**src/rtl/div32x16_seq.sv**
```systemverilog
// Sequential restoring divider: DW-bit dividend / VW-bit divisor, one quotient bit per clock.
// Define DIV32X16_SIGNED_EN for two's complement operands with truncating division.
module div32x16_seq #(
  parameter int DW = 32,
  parameter int VW = 16,
  parameter int CW = 6
) (
  input  logic          clk,
  input  logic          rst,
  input  logic          start,
  input  logic [DW-1:0] REGA,
  input  logic [VW-1:0] REGB,
  output logic          busy,
  output logic          done,
  output logic [DW-1:0] REGQ,
  output logic [VW-1:0] REGR,
  output logic          dbz
);

  localparam logic [1:0] S_IDLE = 2'd0;
  localparam logic [1:0] S_CALC = 2'd1;
  localparam logic [1:0] S_ZDIV = 2'd2;

  logic [1:0]    state;
  logic [CW-1:0] cnt;
  logic [VW:0]   p;
  logic [DW-1:0] q;
  logic [VW-1:0] dvs;

  logic [DW-1:0] a_in;
  logic [VW-1:0] b_in;
  logic [VW+1:0] shifted;
  logic [VW+1:0] diff;
  logic          ge;
  logic [VW:0]   p_next;
  logic [DW-1:0] q_next;
  logic [DW-1:0] q_res;
  logic [VW-1:0] r_res;

`ifdef DIV32X16_SIGNED_EN
  logic sign_q;
  logic sign_r;

  // Magnitudes go into the unsigned core; signs are reapplied on the done edge.
  always_comb begin
    a_in  = REGA[DW-1] ? -REGA : REGA;
    b_in  = REGB[VW-1] ? -REGB : REGB;
    q_res = sign_q ? -q_next : q_next;
    r_res = sign_r ? -p_next[VW-1:0] : p_next[VW-1:0];
  end

  always_ff @(posedge clk or negedge rst) begin
    if (!rst) begin
      sign_q <= 1'b0;
      sign_r <= 1'b0;
    end else if (state == S_IDLE && start) begin
      sign_q <= REGA[DW-1] ^ REGB[VW-1];
      sign_r <= REGA[DW-1];
    end
  end
`else
  always_comb begin
    a_in  = REGA;
    b_in  = REGB;
    q_res = q_next;
    r_res = p_next[VW-1:0];
  end
`endif

  // One restoring step; the extra top bit of diff is the borrow that decides the quotient bit.
  always_comb begin
    shifted = {p, q[DW-1]};
    diff    = shifted - {2'b00, dvs};
    ge      = ~diff[VW+1];
    p_next  = ge ? diff[VW:0] : shifted[VW:0];
    q_next  = {q[DW-2:0], ge};
  end

  assign busy = (state == S_CALC);

  always_ff @(posedge clk or negedge rst) begin
    if (!rst) begin
      state <= S_IDLE;
      cnt   <= '0;
      p     <= '0;
      q     <= '0;
      dvs   <= '0;
      done  <= 1'b0;
      REGQ  <= '0;
      REGR  <= '0;
      dbz   <= 1'b0;
    end else begin
      done <= 1'b0;
      case (state)
        S_IDLE: begin
          if (start) begin
            dvs <= b_in;
            p   <= '0;
            cnt <= CW'(DW);
            // Divide-by-zero keeps the raw dividend so the remainder reports its low bits.
            if (REGB == '0) begin
              q     <= REGA;
              state <= S_ZDIV;
            end else begin
              q     <= a_in;
              state <= S_CALC;
            end
          end
        end
        S_CALC: begin
          p   <= p_next;
          q   <= q_next;
          cnt <= cnt - CW'(1);
          if (cnt == CW'(1)) begin
            REGQ  <= q_res;
            REGR  <= r_res;
            dbz   <= 1'b0;
            done  <= 1'b1;
            state <= S_IDLE;
          end
        end
        S_ZDIV: begin
          REGQ  <= '1;
          REGR  <= q[VW-1:0];
          dbz   <= 1'b1;
          done  <= 1'b1;
          state <= S_IDLE;
        end
        default: state <= S_IDLE;
      endcase
    end
  end

endmodule

```
**config.mk**
```make
export PLATFORM = sky130hd
export DESIGN_NAME = div32x16_seq
export DESIGN_NICKNAME = d
export VERILOG_FILES = /design/src/rtl/div32x16_seq.sv
export SDC_FILE = /design/constraint.sdc
export NUM_CORES = 1
export LEC_CHECK = 0
export CAP_MARGIN = 20
export CELL_PAD_IN_SITES_DETAIL_PLACEMENT = 1
export CELL_PAD_IN_SITES_GLOBAL_PLACEMENT = 1
export CORE_AREA = 2 2 123 125
export CTS_CLUSTER_DIAMETER = 60
export DETAILED_ROUTE_END_ITERATION = 10
export DIE_AREA = 0 0 125 127
export PLACE_DENSITY_LB_ADDON = 0.2
export REMOVE_ABC_BUFFERS = 1
export SLEW_MARGIN = 20
export SYNTH_ARGS = -nofsm -noshare
export SYNTH_HDL_FRONTEND = slang
export SYNTH_SLANG_ARGS = --single-unit
export TNS_END_PERCENT = 100
```
**constraint.sdc**
```tcl
create_clock -name clk -period 4 [get_ports clk]
set_clock_uncertainty 0.05 [all_clocks]
set_input_delay 0.8 -clock clk [delete_from_list [all_inputs] [get_ports clk]]
set_output_delay 0.8 -clock clk [all_outputs]
set_load 0.05 [all_outputs]
```
==> results.cfg <==
[run_status]
status = complete, no violations

[critical_path]
endpoint_kind = register
start_kind = register
required_ns = 4.23
path_max_fanout = 13
path_class = reg2reg
worst-endpoint-arrival_ns = 3.18

[cts]
insertion_delay_ns = 0.42
cts.clk_slew.worst_paths_ns = 0.05
cts.path.max_buffers = 2
hold_buffers = 0
htreeDepth = 4
clock-sinks = 123
root_buffer = clkbuf_16
cts_inserted_buffers = 17
cts-resized-gates = 0
cts_tree = yes
postCtsSetupRepairBufs = 0

[grt]
grt_overflow_total = 0
grt_max_degree = 124
grt_pass1_vias = 5591
grt_first_pass_wirelength_um = 29200
antenna_found_initial = 0
grtUsageTotal_pct = 22.9

[synthesis]
async_flop_share_pct = 100
ys.flop_type = dfrtp_1
syn_area_um2 = 6420
avgSynthCellArea_um2 = 10.3
seq_area_frac_synth_pct = 47.9
synth_seq_cells = 123
synthCells = 623
ys_types = 57
synth_edf_count = 0
ys.warnings.count = 0

[pwr]
p_clk_share_pct = 21.6
power.switching_mw = 2.76
ir_drop_v = 0.000376
swShare_pct = 42.7
seq_power_share_pct = 31.9
power_mw = 6.46
power_density_nw_per_um2 = 792
power.internal_mw = 3.70
combPwrFrac_pct = 46.5
p_leak_nw = 3.56

[timing]
fin_tns_setup_ns = 0
tightest_slew_ns = 0.872
slew_violations = 0
rsz0062_at_grt = no
post-route-period-util_pct = 73.9
max_slew_margin_pct = 41.7
achievable-frequency_ghz = 0.338
setup_viol = 0
hold_violations = 0
period_minus_slack_ns = 2.96

[die]
die_y_um = 127
fp.dieArea_um2 = 15900
coreArea_um2 = 14400
initial_core_util_pct = 44.5
fp.dieW_um = 125
row_count = 44
io_pins = 102

[layout]
final_layout_size_suffix_gt1_share_pct = 10.3
antennaDiodeCount = 0
area_growth_syn_to_layout_pct = 27.1
final_nets = 791

[routing]
drt.antenna.violating_nets = 0
avgViaCountPerCell = 5.75
wire_per_inst_um = 19.6
vias = 5262
drt_iter0_markers = 344
dr.pass1.iters = 4
wl_um = 17900
drc = 0

[place]
gp_congestion = 0.844
port_buffers = 101
dp_hpwl_um = 12300

[flow_run]
cap_violations = 0

[min_path]
hp-class = in2async
==> cell type report <==
cell class / instances / area [um^2]
Clock inverter: 7 / 40.0
Fill cell: 1574 / 6260
Multi-Input combinational cell: 435 / 3110
Timing Repair Buffer: 112 / 1100
Clock buffer: 25 / 495
Sequential cell: 123 / 3080
Tap cell: 184 / 230
Inverter: 29 / 109
==> synth_stat cells (all sizes together), types with 21 or more instances <==
| cell | number | area [um^2] |
|---|---|---|
| a21oi | 33 | 173 |
| clkbuf | 26 | 97.6 |
| dfrtp | 123 | 3080 |
| ha | 21 | 263 |
| inv | 29 | 109 |
| mux2 | 21 | 248 |
| mux2i | 44 | 440 |
| nand2 | 67 | 251 |
| nor2 | 22 | 82.6 |
| o21ai | 70 | 365 |
| o22a | 42 | 368 |
==> per-layer routing <==
metal  wire length (um)  global-route usage [%]  share of wire, %
met1               7930                    28.5                44
met2               8960                    40.3                50
met3                749                    4.27               4.2
met4                299                    7.91               1.7
met5                  0                       0                 0
==> flip-flops by register name (all words and copies together) (netlist names) <==
signal / flops
REGQ: 32
REGR: 16
cnt: 6
dbz: 1
done: 1
dvs: 16
p: 17
q: 32
state: 2
==> final timing paths <==
kind | start | cells after the start | slack (ns) | endpoint
setup / recovery | p[8] | 9 | 1.04 | REGR[2]
hold / removal | rst | 2 | 0.43 | q[16]
setup reg to reg | p[8] | 9 | 1.04 | REGR[2]
hold reg to reg | q[31] | 2 | 0.43 | q[31]
max in group asynchronous | rst | 2 | 3.00 | q[31]
min in group clk | q[31] | 2 | 0.43 | q[31]
==> cells in the final DEF, fill, tap and decap left out, types with 6 or more instances in the layout <==
cell             netlist  layout
dfrtp_1              123     123
nor2_1                22      22
a221o_1                9       9
nand2_1               67      67
a21oi_1               31      31
buf_4                  2      11
mux2i_1               44      43
o22a_1                42      42
nand2b_1               7       7
and3_1                11      11
clkdlybuf4s50_1        0     100
o21ai_0               40      39
o21ai_1               26      27
nor3_1                 8       8
mux2_2                17      17
xnor2_1               11      11
clkbuf_16              0      17
inv_1                 28      28
ha_1                  21      20
o22ai_1                6       6
==> worst max-delay path, stage by stage, from the launching register on <==
cell and delay, ns:
dfrtp_1 0.41, ha_1 0.43, nand4_1 0.29, nor2_1 0.19
nor2_1 0.09, o21a_4 0.15, o211ai_2 0.39, buf_4 0.34
mux2i_1 0.34, o21ai_1 0.11
==> metrics by stage <==
step	instances	setup WS (ns)	hold WS, ns	cell area, um^2	utilization [%]
final	915	1.04	0.427	8160	56.6
after CTS	914	1.05	0.438	8150	56.5
after floorplan	587	-2.64	0.400	6270	-
after global routing	915	0.743	0.467	8160	56.6
after global placement	882	1.27	0.419	7620	52.8
after detailed placement	882	1.08	0.425	7620	52.8
==> logic make-up after synthesis <==
family | synth area share (%)
compound gates | 21.0
xor+xnor | 1.91
fa+ha+maj | 4.40
buf+inv | 4.11
flops | 47.9
mux | 10.7
simple gates | 9.96
==> power by group through the flow <==
stage / clock network (mW) / registers, mW / logic (mW)
detailed placement: 0 / 2.08 / 3.00
floorplan: 0 / 2.46 / 1.61
CTS: 1.41 / 2.06 / 3.03
finish: 1.39 / 2.06 / 3.01
global placement: 0 / 2.04 / 2.87
global route: 1.47 / 2.11 / 3.27
(Power assumes the default switching activity.)
